==> src/rtl/edge_sched_pkg.sv <==
// Shared scheduler state type and VGA frame geometry for the edge-pass scheduler slice.
package edge_sched_pkg;

  typedef enum logic [1:0] {
    IDLE  = 2'd0,
    ARM   = 2'd1,
    RUN   = 2'd2,
    FLUSH = 2'd3
  } sched_state_t;

  localparam int VGA_W       = 640;
  localparam int VGA_H       = 480;
  localparam int FRAME_WORDS = VGA_W * VGA_H;

  // The Sobel path owns both BRAM ports whenever a pass is in flight.
  function automatic logic sobel_owns_ports(input sched_state_t state);
    return state != IDLE;
  endfunction

endpackage

==> src/rtl/edge_port_mux.sv <==
// Combinational BRAM port select: VGA display when idle, Sobel engine while a pass is in flight.
module edge_port_mux
  import edge_sched_pkg::*;
#(
  parameter int ADDR_W = 19,
  parameter int EDGE_W = 3
) (
  input  sched_state_t      i_state,
  input  logic [ADDR_W-1:0] i_vga_addr,
  input  logic [ADDR_W-1:0] i_sobel_rgb_addr,
  input  logic [ADDR_W-1:0] i_sobel_edge_addr,
  input  logic [EDGE_W-1:0] i_sobel_edge_din,
  input  logic              i_sobel_edge_we,
  output logic [ADDR_W-1:0] o_fb_rd_addr,
  output logic [ADDR_W-1:0] o_edge_addr,
  output logic [EDGE_W-1:0] o_edge_din,
  output logic              o_edge_we
);

  logic w_sobel_sel;

  assign w_sobel_sel = sobel_owns_ports(i_state);

  always_comb begin
    // NOTE: every output gets a default first so no path through this block can infer a latch.
    o_fb_rd_addr = i_vga_addr;
    o_edge_addr  = i_vga_addr;
    o_edge_din   = '0;
    o_edge_we    = 1'b0;
    if (w_sobel_sel) begin
      o_fb_rd_addr = i_sobel_rgb_addr;
      o_edge_addr  = i_sobel_edge_addr;
      o_edge_din   = i_sobel_edge_din;
      o_edge_we    = i_sobel_edge_we;
    end
  end

endmodule

==> src/rtl/edge_pass_scheduler.sv <==
// Runs one Sobel pass per accepted camera frame, launched only in VGA vertical blank.
// Optional RUN-phase watchdog is compiled in with `define EDGE_SCHED_WATCHDOG_EN.
module edge_pass_scheduler
  import edge_sched_pkg::*;
#(
  parameter int ADDR_W    = 19,
  parameter int EDGE_W    = 3,
  parameter int PASS_DIV  = 1,
  parameter int FLUSH_CYC = 4,
  parameter int WD_CYC    = 400000
) (
  input  logic              clk,
  input  logic              reset,
  input  logic              frame_valid,
  input  logic              vga_vblank,
  input  logic [ADDR_W-1:0] vga_addr,
  input  logic [ADDR_W-1:0] sobel_rgb_addr,
  input  logic [ADDR_W-1:0] sobel_edge_addr,
  input  logic [EDGE_W-1:0] sobel_edge_din,
  input  logic              sobel_edge_we,
  input  logic              sobel_done,
  output logic              sobel_start,
  output logic              sobel_abort,
  output logic [ADDR_W-1:0] fb_rd_addr,
  output logic [ADDR_W-1:0] edge_addr,
  output logic [EDGE_W-1:0] edge_din,
  output logic              edge_we,
  output logic              busy,
  output logic [15:0]       pass_count,
  output logic [7:0]        drop_count,
  output logic              wd_error
);

  localparam logic [3:0]         DIV_LAST   = 4'(PASS_DIV - 1);
  localparam int                 FLUSH_W    = (FLUSH_CYC > 1) ? $clog2(FLUSH_CYC) : 1;
  localparam logic [FLUSH_W-1:0] FLUSH_LAST = FLUSH_W'(FLUSH_CYC - 1);

  sched_state_t       r_state;
  sched_state_t       w_next_state;
  logic [3:0]         r_div_cnt;
  logic               r_pending;
  logic               r_run_first;
  logic [FLUSH_W-1:0] r_flush_cnt;
  logic [15:0]        r_pass_cnt;
  logic [7:0]         r_drop_cnt;

  logic w_accept;
  logic w_arm_take;
  logic w_done_seen;
  logic w_flush_end;
  logic w_wd_abort;
  logic w_pass_done;

  assign w_accept    = frame_valid && (r_div_cnt == DIV_LAST);
  assign w_arm_take  = (r_state == IDLE) && r_pending && vga_vblank;
  // The engine still reports done during its first RUN cycle, so that cycle is ignored.
  assign w_done_seen = (r_state == RUN) && !r_run_first && sobel_done;
  assign w_flush_end = (r_state == FLUSH) && (r_flush_cnt == FLUSH_LAST);

  always_ff @(posedge clk) begin
    // NOTE: sequential state uses non-blocking assignments so every register samples pre-edge values.
    if (reset) r_state <= IDLE;
    else       r_state <= w_next_state;
  end

  always_comb begin
    w_next_state = r_state;
    case (r_state)
      IDLE:    if (w_arm_take) w_next_state = ARM;
      ARM:     w_next_state = RUN;
      RUN:     if (w_done_seen || w_wd_abort) w_next_state = FLUSH;
      FLUSH:   if (w_flush_end) w_next_state = IDLE;
      default: w_next_state = IDLE;
    endcase
  end

  always_comb begin
    sobel_start = (r_state == ARM);
    sobel_abort = w_wd_abort;
    busy        = sobel_owns_ports(r_state);
  end

  always_ff @(posedge clk) begin
    if (reset) begin
      r_div_cnt   <= '0;
      r_pending   <= 1'b0;
      r_run_first <= 1'b0;
      r_flush_cnt <= '0;
      r_pass_cnt  <= '0;
      r_drop_cnt  <= '0;
    end else begin
      if (frame_valid) r_div_cnt <= (r_div_cnt == DIV_LAST) ? 4'd0 : r_div_cnt + 4'd1;
      // A new accept beats the ARM-time clear; it only counts as a drop if the old request survives.
      if (w_accept) begin
        r_pending <= 1'b1;
        if (r_pending && !w_arm_take && (r_drop_cnt != 8'hFF)) r_drop_cnt <= r_drop_cnt + 8'd1;
      end else if (w_arm_take) begin
        r_pending <= 1'b0;
      end
      r_run_first <= (r_state == ARM);
      r_flush_cnt <= (r_state == FLUSH) ? r_flush_cnt + 1'b1 : '0;
      if (w_pass_done) r_pass_cnt <= r_pass_cnt + 16'd1;
    end
  end

`ifdef EDGE_SCHED_WATCHDOG_EN
  localparam int               RUN_W    = (WD_CYC > 1) ? $clog2(WD_CYC) : 1;
  localparam logic [RUN_W-1:0] RUN_LAST = RUN_W'(WD_CYC - 1);

  logic [RUN_W-1:0] r_run_cnt;
  logic             r_aborted;
  logic             r_wd_error;

  // Completion on the watchdog's last cycle still counts as a normal pass.
  assign w_wd_abort  = (r_state == RUN) && !w_done_seen && (r_run_cnt == RUN_LAST);
  assign w_pass_done = w_flush_end && !r_aborted;
  assign wd_error    = r_wd_error;

  always_ff @(posedge clk) begin
    if (reset) begin
      r_run_cnt  <= '0;
      r_aborted  <= 1'b0;
      r_wd_error <= 1'b0;
    end else begin
      r_run_cnt <= (r_state == RUN) ? r_run_cnt + 1'b1 : '0;
      if (w_wd_abort) begin
        r_aborted  <= 1'b1;
        r_wd_error <= 1'b1;
      end else if (w_flush_end) begin
        r_aborted  <= 1'b0;
      end
    end
  end
`else
  logic w_unused_wd_cyc;

  assign w_unused_wd_cyc = ^WD_CYC;
  assign w_wd_abort      = 1'b0;
  assign w_pass_done     = w_flush_end;
  assign wd_error        = 1'b0;
`endif

  assign pass_count = r_pass_cnt;
  assign drop_count = r_drop_cnt;

  edge_port_mux #(
    .ADDR_W (ADDR_W),
    .EDGE_W (EDGE_W)
  ) u_port_mux (
    .i_state           (r_state),
    .i_vga_addr        (vga_addr),
    .i_sobel_rgb_addr  (sobel_rgb_addr),
    .i_sobel_edge_addr (sobel_edge_addr),
    .i_sobel_edge_din  (sobel_edge_din),
    .i_sobel_edge_we   (sobel_edge_we),
    .o_fb_rd_addr      (fb_rd_addr),
    .o_edge_addr       (edge_addr),
    .o_edge_din        (edge_din),
    .o_edge_we         (edge_we)
  );

endmodule

==> config.mk <==
export PLATFORM = sky130hd
export DESIGN_NAME = edge_pass_scheduler
export DESIGN_NICKNAME = d
export VERILOG_FILES = /design/src/rtl/edge_sched_pkg.sv /design/src/rtl/edge_port_mux.sv /design/src/rtl/edge_pass_scheduler.sv
export SDC_FILE = /design/constraint.sdc
export NUM_CORES = 1
export LEC_CHECK = 0
export CAP_MARGIN = 20
export CORE_ASPECT_RATIO = 0.6
export CORE_MARGIN = 5
export CORE_UTILIZATION = 45
export CTS_CLUSTER_DIAMETER = 50
export DETAILED_ROUTE_END_ITERATION = 8
export DONT_BUFFER_PORTS = 1
export PLACE_DENSITY = 0.63
export SLEW_MARGIN = 20
export SYNTH_ARGS = -nofsm -noshare
export SYNTH_HDL_FRONTEND = slang
export SYNTH_SLANG_ARGS = --single-unit
==> constraint.sdc <==
create_clock -name clk -period 1.8 [get_ports clk]
set_input_delay 0.36 -clock clk [delete_from_list [all_inputs] [get_ports clk]]
set_output_delay 0.36 -clock clk [all_outputs]
set_load 0.005 [all_outputs]
## Word-level counts from Yosys, hierarchy flattened

Index checks and enable logic that the tools add are counted.

- Mux-type cells: 11
- Reductions and logical operators: 17
- Add/subtract/negate cells: 4
- Bitwise operators: 1
- Equality and inequality tests: 8

Operators with widths:

| operator | number |
|---|---|
| 19-bit two-way mux | 2 |
| 16-bit by 1-bit adder with 16-bit output (second input constant) | 1 |
| 8-bit by 1-bit adder with 8-bit output (second input constant) | 1 |
| 1-bit logical AND | 8 |
| 8-bit inequality test (second input constant) | 1 |
| 2-bit one-hot mux with 4 select lines | 1 |
| 2-bit == test (second input constant) | 3 |
| 2-bit two-way mux | 3 |
| 2-bit inequality test (second input constant) | 3 |
| 4-bit by 1-bit adder with 4-bit output (second input constant) | 1 |
| 4-bit logical NOT | 1 |
| 4-bit two-way mux | 1 |
| 2-bit nonzero test | 2 |
| 1-bit two-way mux | 3 |
| 3-bit two-way mux | 1 |
| 3-bit AND reduction | 1 |
| 2-bit by 1-bit adder with 2-bit output (second input constant) | 1 |
| 2-bit by 1-bit == test with 1-bit output (second input constant) | 1 |
| 1-bit logical NOT | 2 |
| 2-bit logical NOT | 1 |
| 2-bit AND reduction | 1 |
| 2-bit OR reduction | 1 |
| 1-bit inverter | 1 |

- Register bits: 34
- Input bits: 66
- Output and inout port bits: 70
- Logic and storage cells: 48

## Depth between registers and ports, before layout

Gate-level depths: netlist of the first run.

- Word-level depth: 7
- Mapped depth: 7
- Gate-level depth less buffers: 6

## Hierarchy

From an unflattened synthesis of the first run, not the netlist that was laid out.

- Cell total of the unflattened synthesis: 221
- Area total of the unflattened synthesis: 2,117.0 um^2

By module, submodules not included:

| module | cells an instance | sequential area each (um^2) | times used | area an instance (um^2) |
|---|---|---|---|---|
| edge_pass_scheduler | 174 | 680.7 | 1 | 1,607.8 |
| edge_port_mux | 47 | 0.0 | 1 | 509.2 |

## Worst setup path before layout of the first run

OpenSTA, ideal clock, no wires.

- Path kind: reg2out
- From: register r_state[0]
- To: output port edge_addr[0]
- Path slack: 0.093 ns
- Stages on the path, launching flop included: 7
- Buffers on the path: 2
- Data required time: 1.440 ns
- Arrival time: 1.347 ns
- Path through: dfxtp_1 > inv_1 > ha_1 > clkbuf_1 > buf_1 > nand2_1 > o21ai_0

- Longest elaborated chain between the ends: 2

RTL lines:

| what | RTL line | text |
|---|---|---|
| start, declared | edge_pass_scheduler.sv:38 | `sched_state_t r_state;` |
| start signal, assigned | edge_pass_scheduler.sv:63 | `else r_state <= w_next_state;` |
| 2-bit nonzero test | edge_sched_pkg.sv:17 | `return state != IDLE;` |
| 19-bit two-way mux | edge_port_mux.sv:30 | `if (w_sobel_sel) begin` |
| end, declared | edge_pass_scheduler.sv:25 | `output logic [ADDR_W-1:0] edge_addr,` |

Every way passes these cells.

## Worst setup path after layout of the first run

- From: register r_state[0]
- To: output port edge_addr[4]

The elaborated chain is that of the path after synthesis.

==> metrics.md, run 1 <==
| Metric | Value |
|---|---|
| Result of the run | finished clean |
| Worst skew pair latency | 280 ps |
| Max Root-Sink Buffers | 2 |
| Area of the core | 4520 µm² |
| # hold bufs at CTS | 0 |
| Maximum fanout along the worst path | 24 |
| Clock edge transition at the registers on the reported setup and hold paths | approximately 70 ps |
| Area Overhead vs Synth | 13.8% |
| Number of synthesized register bits | 34 |
| Avg WL per Cell | approximately 15 µm |
| Top cells by area in the synthesized netlist | sky130_fd_sc_hd__dfxtp_1, sky130_fd_sc_hd__o21ai_0, sky130_fd_sc_hd__inv_1 |
| Worst setup EP type | output port |
| Number of synthesized flops with an enable pin | 0 |
| Start-to-end type of the worst setup path | reg2out |
| Synth top cells by count | sky130_fd_sc_hd__inv_1, sky130_fd_sc_hd__o21ai_0, sky130_fd_sc_hd__dfxtp_1 |
| DIE HEIGHT | 62.7 µm |
| Antenna violation net count after detailed routing | 0 |
| Via-per-instance ratio | ~5.2 |
| Fraction of registers with async set or reset after synthesis | 0% |
| Worst Clk Skew | between 10 and 15 ps |
| Initial Utilization | 46.1% |
| Share of post-route cells with drive strength above 1 | approximately an eighth |
| Critical Path Start Type | flip-flop |
| First DRT Iteration DRCs | 53 |
| Routed vias | 1,856 |
| Number of optimization iterations in the first detailed-route pass | 4 |
| Final layout net count | ~370 |
| Sink Count | 34 |
| Final number of max-transition violations | 0 |
| Total of endpoints with negative setup slack in the final report | 0 |
| Cell Pwr Density | ~1100 nW/µm² |
| Largest stage delay on the critical path | about 380 ps |
| DIE AREA | slightly above 6000 µm² |
| Mapped cell area | approximately 2100 µm² |
| I/O pin count | around 140 |
| Post-synthesis cell type count | 39 |
| Total global routing track utilization | 16.1% |
| Finished Core Util | 52.5% |
| Arrival time at the worst endpoint | between 1000 and 1500 ps |
| Number of DRC violations after detailed routing | 0 |
| Number of setup buffers added after CTS | 0 |
| CTS tree | built |
| Area share of the largest cell type after synthesis | between 30 and 40% |
| Post-Syn Area per Cell | around 7.4 µm² |
| HPWL after detailed placement | slightly below 4000 µm |
| Clock buffers created by TritonCTS | 5 |
| Largest voltage drop on the vdd net | 0.500 mV |
| Filler Cell Count | 443 |
| Sequential share of the synthesized area | around a third |
| Max Freq | 583 MHz |
| WL final | between 5000 and 6000 µm |
| Via count of the first global-routing pass | approximately 1,700 |
| Top-count cell post-synth | sky130_fd_sc_hd__inv_1 |
| Unrepaired setup endpoints after global routing | yes |
| Synth area leader | sky130_fd_sc_hd__dfxtp_1 |
| Cell with the largest stage delay on the worst path | sky130_fd_sc_hd__dfxtp_2 |
| Crit share post-route | a little over nine tenths |
| CP Data Required Time | 1440 ps |
| CP Cell Sequence | inv_2 > ha_4 > buf_12 > o21ai_0 |
| Overflow after GRT | 0 |
| Cell count after synthesis | between 200 and 300 |
| Pin count of the biggest net entering global routing | 39 |
| Fin worst setup slack | approximately 84 ps |
| H-tree levels | 2 |
| Number of warnings reported in the yosys synthesis log | 0 |
| Cell chosen for the clock root | sky130_fd_sc_hd__clkbuf_8 |
| Crit path time final | between 1500 and 2000 ps |
| Kind of path behind the tightest hold check | in2reg |
| Total count of hold-check failures in the final report | 0 |
| Setup Slack @ Placement | between 50 and 60 ps |
| IO Port Bufs | 0 |
| First-pass GRT wire length | about 8400 µm |
| Lkg Pwr | ~1.1 nW |
| Chip width | just under 100 µm |
| Top FF cell, synth | sky130_fd_sc_hd__dfxtp_1 |
| Last weighted congestion value of the routability-driven placer | roughly 0.75 |
| Number of placement rows | 19 |
| Antenna violations before repair | 0 |
| Maximum capacitance violations | 0 |
| Diodes inserted | 0 |
-- path summary, 6_finish.rpt --
check	end	cells after the start	startpoint	slack, ps
max reg2reg	drop_count[5]	6	r_state[0]	120
min	drop_count[1]	1	reset	140
max	edge_addr[4]	4	r_state[0]	80
min reg2reg	r_flush_cnt[0]	1	r_flush_cnt[0]	430
-- stage by stage --
step | area [µm²] | TNS, ps | hold slack, ps | power, mW | cells
finish | 2370 | 0 | 142 | 2.67 | 356
global route | 2370 | -32.6 | 120 | 2.92 | 356
CTS | 2330 | 0 | 129 | 2.54 | 355
detailed placement | 2220 | 0 | 415 | 1.88 | 348
global placement | 2220 | 0 | 414 | 1.86 | 348
floorplan | 2090 | 0 | 405 | 1.67 | 283
-- cell type report --
type / instances / area (µm²) / share of cell area [%]
clock buffer: 6 / 72.6 / 3.06
clock inverter: 1 / 7.51 / 0.317
tap: 63 / 78.8 / 3.33
sequential: 34 / 683 / 28.8
multi-input combinational: 189 / 1180 / 49.8
inverter: 45 / 169 / 7.13
timing repair buffer: 18 / 178 / 7.50
-- what timing repair did --
item                       CTS  global route
setup endpoints to repair   41            42
gates cloned                 0             1
pin swaps                    0             1
gates resized for setup     14            17
-- cell usage in the layout, fill, tap and decap left out, drive strengths merged, types with 2 or more instances in the layout --
master,synthesis,routed
inv,45,45
o21ai,43,43
dfxtp,34,34
nand2,30,30
nor2,23,23
buf,6,17
xor2,14,14
ha,10,10
a21oi,9,9
nand3,9,9
nor2b,8,8
nand4,7,7
clkbuf,9,7
or3,5,5
and4,3,3
mux2i,3,3
o31ai,3,3
or4,3,3
mux2,2,2
conb,1,2
-- routing by layer --
metal  up-vias  global-route usage [%]  share of wire [%]
met4         0                    3.11                  0
met1       828                    20.0                 43
met2        80                    24.6                 45
met5         -                       0                  0
met3         0                    8.92                 12
li1        948                       -                  -
-- power by group --
part	internal (mW)	total, mW	switching (mW)	leakage, nW
Combinational	0.517	1.31	0.790	0.769
Clock	0.265	0.534	0.269	0.0373
Sequential	0.792	0.828	0.0357	0.276
-- kinds of logic after synthesis --
family	after synthesis	synth area share, %
adders and majority gates	10	6.01
other	1	0.180
xor gates and xnor gates	15	6.31
DFF	34	32.7
and+or+nand+nor	98	24.4
buffers and inverters	60	11.6
muxes	5	2.52
AOI/OAI and AO/OA	59	16.3
-- flip-flops by register name, indices dropped and copies added (netlist names) --
| signal | cells |
|---|---|
| pass_count | 16 |
| drop_count | 8 |
| r_run_first | 1 |
| r_state | 2 |
| r_pending | 1 |
| r_flush_cnt | 2 |
| r_div_cnt | 4 |
-- critical path, delay by kind of cell, from the launching register on --
family,cells,cell delay [ps]
DFF,1,380
buffers and inverters,2,240
AOI/OAI and AO/OA,1,240
adders and majority gates,1,210
(Power assumes the default switching activity.)
==> inputs of run 2 (changes only) <==
--- a/config.mk
+++ b/config.mk
@@ -12,6 +12,7 @@
 export CTS_CLUSTER_DIAMETER = 50
 export DETAILED_ROUTE_END_ITERATION = 8
 export DONT_BUFFER_PORTS = 1
+export HOLD_SLACK_MARGIN = 0.06
 export PLACE_DENSITY = 0.63
 export SLEW_MARGIN = 20
 export SYNTH_ARGS = -nofsm -noshare
==> results of run 2 <==
Final layout, timing and power as in run 1 (identical DEF).
